`src/rtl/ocx_tlx_data_sched.sv`:
```
// rtl/ocx_tlx_data_sched.sv - TLX receive data-flit scheduler; OCX_TLX_DATA_SCHED_STATS_EN adds routed-flit counters
module ocx_tlx_data_sched #(
  parameter int FIFO_DEPTH = 8
) (
  input  logic                          i_tlx_clk,
  input  logic                          i_reset,
  input  logic                          i_sched_req_v,
  input  logic                          i_sched_req_vc,
  input  logic [1:0]                    i_sched_req_cnt,
  output logic                          o_sched_req_ready,
  input  logic                          i_pars_data_valid,
  input  logic [511:0]                  i_pars_data_flit,
  input  logic                          i_good_crc,
  input  logic                          i_crc_error,
  output logic                          o_dcp0_data_v,
  output logic                          o_dcp1_data_v,
  output logic [511:0]                  o_dcp0_data,
  output logic [511:0]                  o_dcp1_data,
  output logic                          o_sched_busy,
  output logic [$clog2(FIFO_DEPTH):0]   o_sched_entries,
  output logic                          o_sched_underrun,
`ifdef OCX_TLX_DATA_SCHED_STATS_EN
  output logic [15:0]                   o_sched_vc0_flits,
  output logic [15:0]                   o_sched_vc1_flits,
`endif
  output logic                          o_sched_overflow
);

  localparam int AW = $clog2(FIFO_DEPTH);

  // Pointers carry one extra wrap bit so full and empty are distinguishable.
  logic [2:0]  r_fifo [FIFO_DEPTH];
  logic [AW:0] r_wr_spec, r_wr_cmt, r_rd_spec, r_rd_cmt;
  logic [2:0]  r_rem_spec, r_rem_cmt;
  logic        r_dcp0_v, r_dcp1_v, r_underrun, r_overflow;
  logic [511:0] r_dcp0_data, r_dcp1_data;

  logic [AW:0] w_count, w_wr_nxt, w_rd_nxt;
  logic [2:0]  w_rem_nxt, w_rem_eff, w_rem_dec, w_head;
  logic        w_ready, w_have, w_push, w_route;

  assign w_count   = r_wr_spec - r_rd_spec;
  assign w_ready   = ~w_count[AW];
  assign w_have    = (w_count != '0);
  assign w_push    = i_sched_req_v & w_ready & ~i_crc_error;
  assign w_route   = i_pars_data_valid & w_have & ~i_crc_error;
  assign w_head    = r_fifo[r_rd_spec[AW-1:0]];
  assign w_rem_eff = (r_rem_spec == 3'd0) ? ({1'b0, w_head[1:0]} + 3'd1) : r_rem_spec;
  assign w_rem_dec = w_rem_eff - 3'd1;

  always_comb begin
    w_wr_nxt  = r_wr_spec + {{AW{1'b0}}, w_push};
    w_rd_nxt  = r_rd_spec;
    w_rem_nxt = r_rem_spec;
    if (w_route) begin
      w_rem_nxt = w_rem_dec;
      if (w_rem_dec == 3'd0) w_rd_nxt = r_rd_spec + 1'b1;
    end
    if (i_crc_error) begin
      w_wr_nxt  = r_wr_cmt;
      w_rd_nxt  = r_rd_cmt;
      w_rem_nxt = r_rem_cmt;
    end
  end

  always_ff @(posedge i_tlx_clk) begin
    if (w_push) r_fifo[r_wr_spec[AW-1:0]] <= {i_sched_req_vc, i_sched_req_cnt};
  end

  always_ff @(posedge i_tlx_clk or posedge i_reset) begin
    if (i_reset) begin
      r_wr_spec   <= '0;
      r_wr_cmt    <= '0;
      r_rd_spec   <= '0;
      r_rd_cmt    <= '0;
      r_rem_spec  <= '0;
      r_rem_cmt   <= '0;
      r_dcp0_v    <= 1'b0;
      r_dcp1_v    <= 1'b0;
      r_dcp0_data <= '0;
      r_dcp1_data <= '0;
      r_underrun  <= 1'b0;
      r_overflow  <= 1'b0;
    end else begin
      r_wr_spec  <= w_wr_nxt;
      r_rd_spec  <= w_rd_nxt;
      r_rem_spec <= w_rem_nxt;
      // crc_error forces the next-state to the commit point, so this is a no-op then
      if (i_good_crc) begin
        r_wr_cmt  <= w_wr_nxt;
        r_rd_cmt  <= w_rd_nxt;
        r_rem_cmt <= w_rem_nxt;
      end
      r_dcp0_v <= w_route & ~w_head[2];
      r_dcp1_v <= w_route &  w_head[2];
      if (w_route & ~w_head[2]) r_dcp0_data <= i_pars_data_flit;
      if (w_route &  w_head[2]) r_dcp1_data <= i_pars_data_flit;
      if (i_pars_data_valid & ~w_have & ~i_crc_error) r_underrun <= 1'b1;
      if (i_sched_req_v & ~w_ready) r_overflow <= 1'b1;
    end
  end

`ifdef OCX_TLX_DATA_SCHED_STATS_EN
  logic [15:0] r_vc0_flits, r_vc1_flits;

  always_ff @(posedge i_tlx_clk or posedge i_reset) begin
    if (i_reset) begin
      r_vc0_flits <= '0;
      r_vc1_flits <= '0;
    end else begin
      if (w_route & ~w_head[2] & ~&r_vc0_flits) r_vc0_flits <= r_vc0_flits + 16'd1;
      if (w_route &  w_head[2] & ~&r_vc1_flits) r_vc1_flits <= r_vc1_flits + 16'd1;
    end
  end

  assign o_sched_vc0_flits = r_vc0_flits;
  assign o_sched_vc1_flits = r_vc1_flits;
`endif

  assign o_sched_req_ready = w_ready;
  assign o_sched_entries   = w_count;
  assign o_sched_busy      = w_have | (r_rem_spec != 3'd0);
  assign o_dcp0_data_v     = r_dcp0_v;
  assign o_dcp1_data_v     = r_dcp1_v;
  assign o_dcp0_data       = r_dcp0_data;
  assign o_dcp1_data       = r_dcp1_data;
  assign o_sched_underrun  = r_underrun;
  assign o_sched_overflow  = r_overflow;

endmodule

```
`config.mk`:
```
export PLATFORM = sky130hd
export DESIGN_NAME = ocx_tlx_data_sched
export DESIGN_NICKNAME = d
export VERILOG_FILES = /design/src/rtl/ocx_tlx_data_sched.sv
export SDC_FILE = /design/constraint.sdc
export NUM_CORES = 2
export LEC_CHECK = 0
export ABC_AREA = 1
export CORE_AREA = 5 5 598 600
export CTS_BUF_LIST = sky130_fd_sc_hd__clkbuf_16
export DETAILED_ROUTE_END_ITERATION = 10
export DIE_AREA = 0 0 603 605
export PLACE_DENSITY = 0.33
export SYNTH_ARGS = -nofsm -noshare
export SYNTH_HDL_FRONTEND = slang
export SYNTH_SLANG_ARGS = --single-unit
export TNS_END_PERCENT = 30
```
`constraint.sdc`:
```
create_clock -name i_tlx_clk -period 46.7 [get_ports i_tlx_clk]
set_clock_uncertainty 0.1 [all_clocks]
set_input_delay 7.005 -clock i_tlx_clk [delete_from_list [all_inputs] [get_ports i_tlx_clk]]
set_output_delay 7.005 -clock i_tlx_clk [all_outputs]
set_load 0.02 [all_outputs]
```
# Word-level counts from Yosys, hierarchy flattened
# Memories as Yosys holds them, arrays and structs flattened.
# Cells that the tools add are included.
# W data, S select, Z words.
dict set report word_totals {
  register_bits 1050
  ramBits 24
  input_bits 521
  memories 1
}
dict set report op_classes {
  addsub 5
  muxes 9
  bitwise 14
  n_reduce_logical 4
}
# name words word_bits read_ports rd_clocked_by_memory_dff write_ports line_no
set memory_table {}
lappend memory_table {r_fifo 8 3 1 0 1 32} ;# logic [2:0] r_fifo [FIFO_DEPTH];
# op n
set op_table {}
lappend op_table {{$mux W4} 4}
lappend op_table {{$and A1 B1 Y1} 9}
lappend op_table {{$mux W3} 3}
lappend op_table {{$logic_not A3 Y1} 2}
lappend op_table {{$add A4 B1 Y4} 1}
lappend op_table {{$add A4 B1 Y4 const B} 1}
lappend op_table {{$not A1 Y1} 4}
lappend op_table {{$reduce_bool A4 Y1} 1}
lappend op_table {{$sub A4 B4 Y4} 1}
lappend op_table {{$add A2 B1 Y3 const B} 1}
lappend op_table {{$reduce_bool A3 Y1} 1}
lappend op_table {{$sub A3 B1 Y3 const B} 1}
lappend op_table {{$mux W1} 2}
lappend op_table {{$or A1 B1 Y1} 1}

# Logic depth before layout (Yosys ltp)
# An unclocked memory read counts as a cell.
dict set report logic_depth {
  word_depth 8
  mapped_depth 23
  mapped_depth_nobuf 21
}

# Worst setup path before layout
# Ideal clock, no wire load.
dict set report synth_timing {
  path_kind {register to output}
  startpoint {register r_rd_spec[1]}
  endpoint {output o_sched_busy}
  arrival_time_ns 1.851
  path_slack_ns 37.744
  path_stages_with_launch 7
  path_cell_list {dfrtp_1 -> buf_2 -> inv_1 -> fa_1 -> or2_0 -> nor2_2 -> nand3_1}
}
dict set report synth_via {
  elab_chain_cells 3
}
# item line_no
set synth_lines {}
lappend synth_lines {{from (decl)} 33} ;# logic [AW:0] r_wr_spec, r_wr_cmt, r_rd_spec, r_rd_cmt;
lappend synth_lines {{from (signal assigned)} 86} ;# r_rd_spec <= w_rd_nxt;
lappend synth_lines {{$sub A4 B4 Y4} 42} ;# assign w_count = r_wr_spec - r_rd_spec;
lappend synth_lines {{via o_sched_entries[1]} 20} ;# output logic [$clog2(FIFO_DEPTH):0] o_sched_entries,
lappend synth_lines {{$reduce_bool A4 Y1} 44} ;# assign w_have = (w_count != '0);
lappend synth_lines {{$or A1 B1 Y1} 122} ;# assign o_sched_busy = w_have | (r_rem_spec != 3'd0);
lappend synth_lines {{to (decl)} 19} ;# output logic o_sched_busy,
# The timed path passes the listed nets, and every way through them passes these cells.

==> impl_metrics.yaml <==
outcome:
  status: "finished, final reports clean"
yosys:
  synth_area_leaders: "dfrtp_1, o21ai_1, nand2_1"
  synth_area_um2: 40500
  synth_cell_types: 34
  ys_ff_latch: 1074
  synth.top_cell.area_share_pct: 64.9
  synth_edf_count: 24
  synth_area_leader_cell: "dfrtp_1"
  seq_area_frac_synth_pct: 66.7
  yosys_warnings: 0
  ys_top_cells_by_count: "nand2_1, dfrtp_1, o21ai_1"
  syn_nets: 4619
  ys.flop_type: "dfrtp_1"
  async_flop_share_pct: 97.8
  postSynthCellCount: 4088
  synth_most_common_cell: "nand2_1"
  postSynthAreaPerCell_um2: 9.90
global_route:
  grt_pass1_vias: 34800
  grt_overflow: 0
  antenna_found_initial: 33
  grt_pass1_wl_um: 332000
  grt_util_all_layers_pct: 13.2
  grt_start_max_net_pins: 197
worst_hold_path:
  hold_class: "flop to flop"
  whs_path_depth: 1
  hp-start: "o_sched_overflow"
  hold_end: "o_sched_overflow"
power_and_ir_drop:
  p_sw_mw: 2.24
  power.share.clock_pct: 21.4
  powerDensity_nw_per_um2: 79.3
  peakVddDrop_mv: 0.0298
  p_int_mw: 2.94
  comb_power_share_pct: 46.5
  seqPwrFrac_pct: 32.1
  switching_share_pct: 43.1
  leakage_nw: 29.1
detailed_routing:
  wl_per_cell_um: 24.4
  drtIter0Drc: 2344
  dr.pass1.iters: 6
  vias_per_cell: 3.34
  drt-total-wl_um: 253000
  drc_errors: 0
  route.antenna.remaining_nets: 0
  vias: 34500
critical_path:
  r2r_setup_slack_ns: 38.67
  cpMostUsedCell: "buf_4"
  r2r-end: "o_dcp1_data[175]"
  cp_max_fo: 79
  cp-end-kind: "asynchronous set/reset pin"
  cp_cell_sequence: "clkdlybuf4s50_1, inv_8, buf_4, buf_4, buf_4, buf_4, buf_4, buf_4, buf_4, buf_4, buf_4"
  arrival_ns: 14.67
  slowest_stage: "buf_4"
  worst-setup-path-type: "input pin to asynchronous set/reset pin"
  setup.worst_path.start: "i_reset"
  reg2reg_from: "r_rd_spec[0]"
  slowest_delay_ns: 0.81
  cp_data_required_time_ns: 47.41
  ff2ff_path_depth: 17
  worstSetupStartpointType: "input pin"
sta:
  maxSlewViolCount: 0
  fin_setup_tns_ns: 0
  finalHoldViolCount: 0
  slew_headroom_pct: 29.1
  worst_slew_pin_slew_ns: 1.06
  layout_min_cycle_time_ns: 13.97
  fmax_ghz: 0.0716
  final-setup-viol-count: 0
  grt_setup_unrepaired: "no"
  fin_ws_ns: 32.73
  period_share_pct: 29.9
clocking:
  root_buffer: "clkbuf_16"
  post-cts-setup-buffers: 0
  cts_tree: "yes"
  cts-resized-gates: 0
  cts-hold-fix-buffers: 0
  clk_pin_slew_ns: 0.06
  clock_sinks: 1074
  cts-buffers-inserted: 147
  clock_latency_ns: 0.81
  cts_buffer_depth: 4
  htree_levels: 4
floorplanning:
  core_um2: 352000
  die_y_um: 605
  ios: 1555
  start_util_pct: 11.5
  die_w_um: 603
  dieArea_um2: 365000
  rows: 218
place:
  gp_congestion: 0.880
  place_ws_ns: 31.36
  io_buffers: 1554
  dpl_cell_area_um2: 60600
  dpl.hpwl_um: 206000
run:
  drv_cap: 0
final_layout:
  fin_area_um2: 65300
  final_layout_size_suffix_gt1_share_pct: 4.24
  syn2layout_area_growth_pct: 61.3
  finish.utilization_pct: 18.6
  layout.nets: 6124
## power by group through the flow
stage | registers (mW) | logic (mW) | clock network, mW
after global routing | 1.72 | 2.58 | 1.19
after CTS | 1.67 | 2.49 | 1.16
final | 1.66 | 2.41 | 1.11
after global placement | 1.67 | 2.48 | 0
after detailed placement | 1.68 | 2.48 | 0
after floorplan | 2.08 | 0.578 | 0
## metrics by stage
step | instances | power (mW) | hold slack [ns]
finish | 10300 | 5.18 | 0.357
global route | 10300 | 5.49 | 0.387
CTS | 10300 | 5.32 | 0.362
detailed placement | 10100 | 4.15 | 0.348
global placement | 10100 | 4.15 | 0.345
floorplan | 4088 | 2.66 | 0.349
## worst max-delay path: cells and delay by family
kind / cells / cell delay (ns)
buf+inv: 11 / 7.29
## placed cells by master, fill, tap and decap left out, types with 19 or more instances in the layout
cell             instances
clkdlybuf4s50_1       1554
nand2_1               1111
dfrtp_1               1050
o21ai_1                893
inv_1                  574
o21ai_0                154
clkbuf_16              150
buf_4                   32
clkinv_1                30
nor2_1                  29
edfxtp_1                24
diode_2                 19
## final cells by class
type / instances / area (um2)
Fill cell: 38900 / 286000
Sequential cell: 1074 / 27000
Timing Repair Buffer: 1591 / 15900
Multi-Input combinational cell: 2235 / 9920
Tap cell: 4620 / 5780
Clock buffer: 150 / 3750
Inverter: 544 / 2050
Clock inverter: 109 / 836
Antenna cell: 19 / 47.5
## layer usage
metal | GRT usage, % | routed length, um | vias up
met1 | 15.5 | 99300 | 17100
met4 | 2.59 | 4780 | 10
met5 | 0 | 52 | -
li1 | - | - | 16000
met3 | 4.79 | 21800 | 251
met2 | 23.2 | 127000 | 1179
## flip-flops by register name (all words and copies together) (netlist names)
signal and cells:
o_dcp0_data 512, o_dcp1_data 512, r_fifo 24, r_rd_cmt 4
r_rd_spec 4, r_wr_cmt 4, r_wr_spec 4, r_rem_cmt 3
r_rem_spec 3, o_dcp0_data_v 1, o_dcp1_data_v 1, o_sched_overflow 1
o_sched_underrun 1
## worst max-delay path by stage
stage	to	cells after the start
6_report	o_dcp0_data[184]	11
5_1_grt	o_dcp1_data[224]	11
3_3_place_gp	o_dcp0_data[177]	11
3_5_place_dp	o_dcp0_data[223]	11
2_1_floorplan	o_dcp0_data[0]	1
4_1_cts	o_dcp0_data[245]	11
## logic make-up after synthesis
logic type                 count (synthesis)  synth area share (%)
xor gates and xnor gates                   4                0.0866
DFF                                     1074                  66.7
adders and majority gates                 10                 0.328
muxes                                      1                0.0247
AOI/OAI and AO/OA                       1057                  13.1
and+or+nand+nor                         1163                  11.0
buffers and inverters                    779                  8.78
No activity file was read; power rests on OpenSTA's default activity.
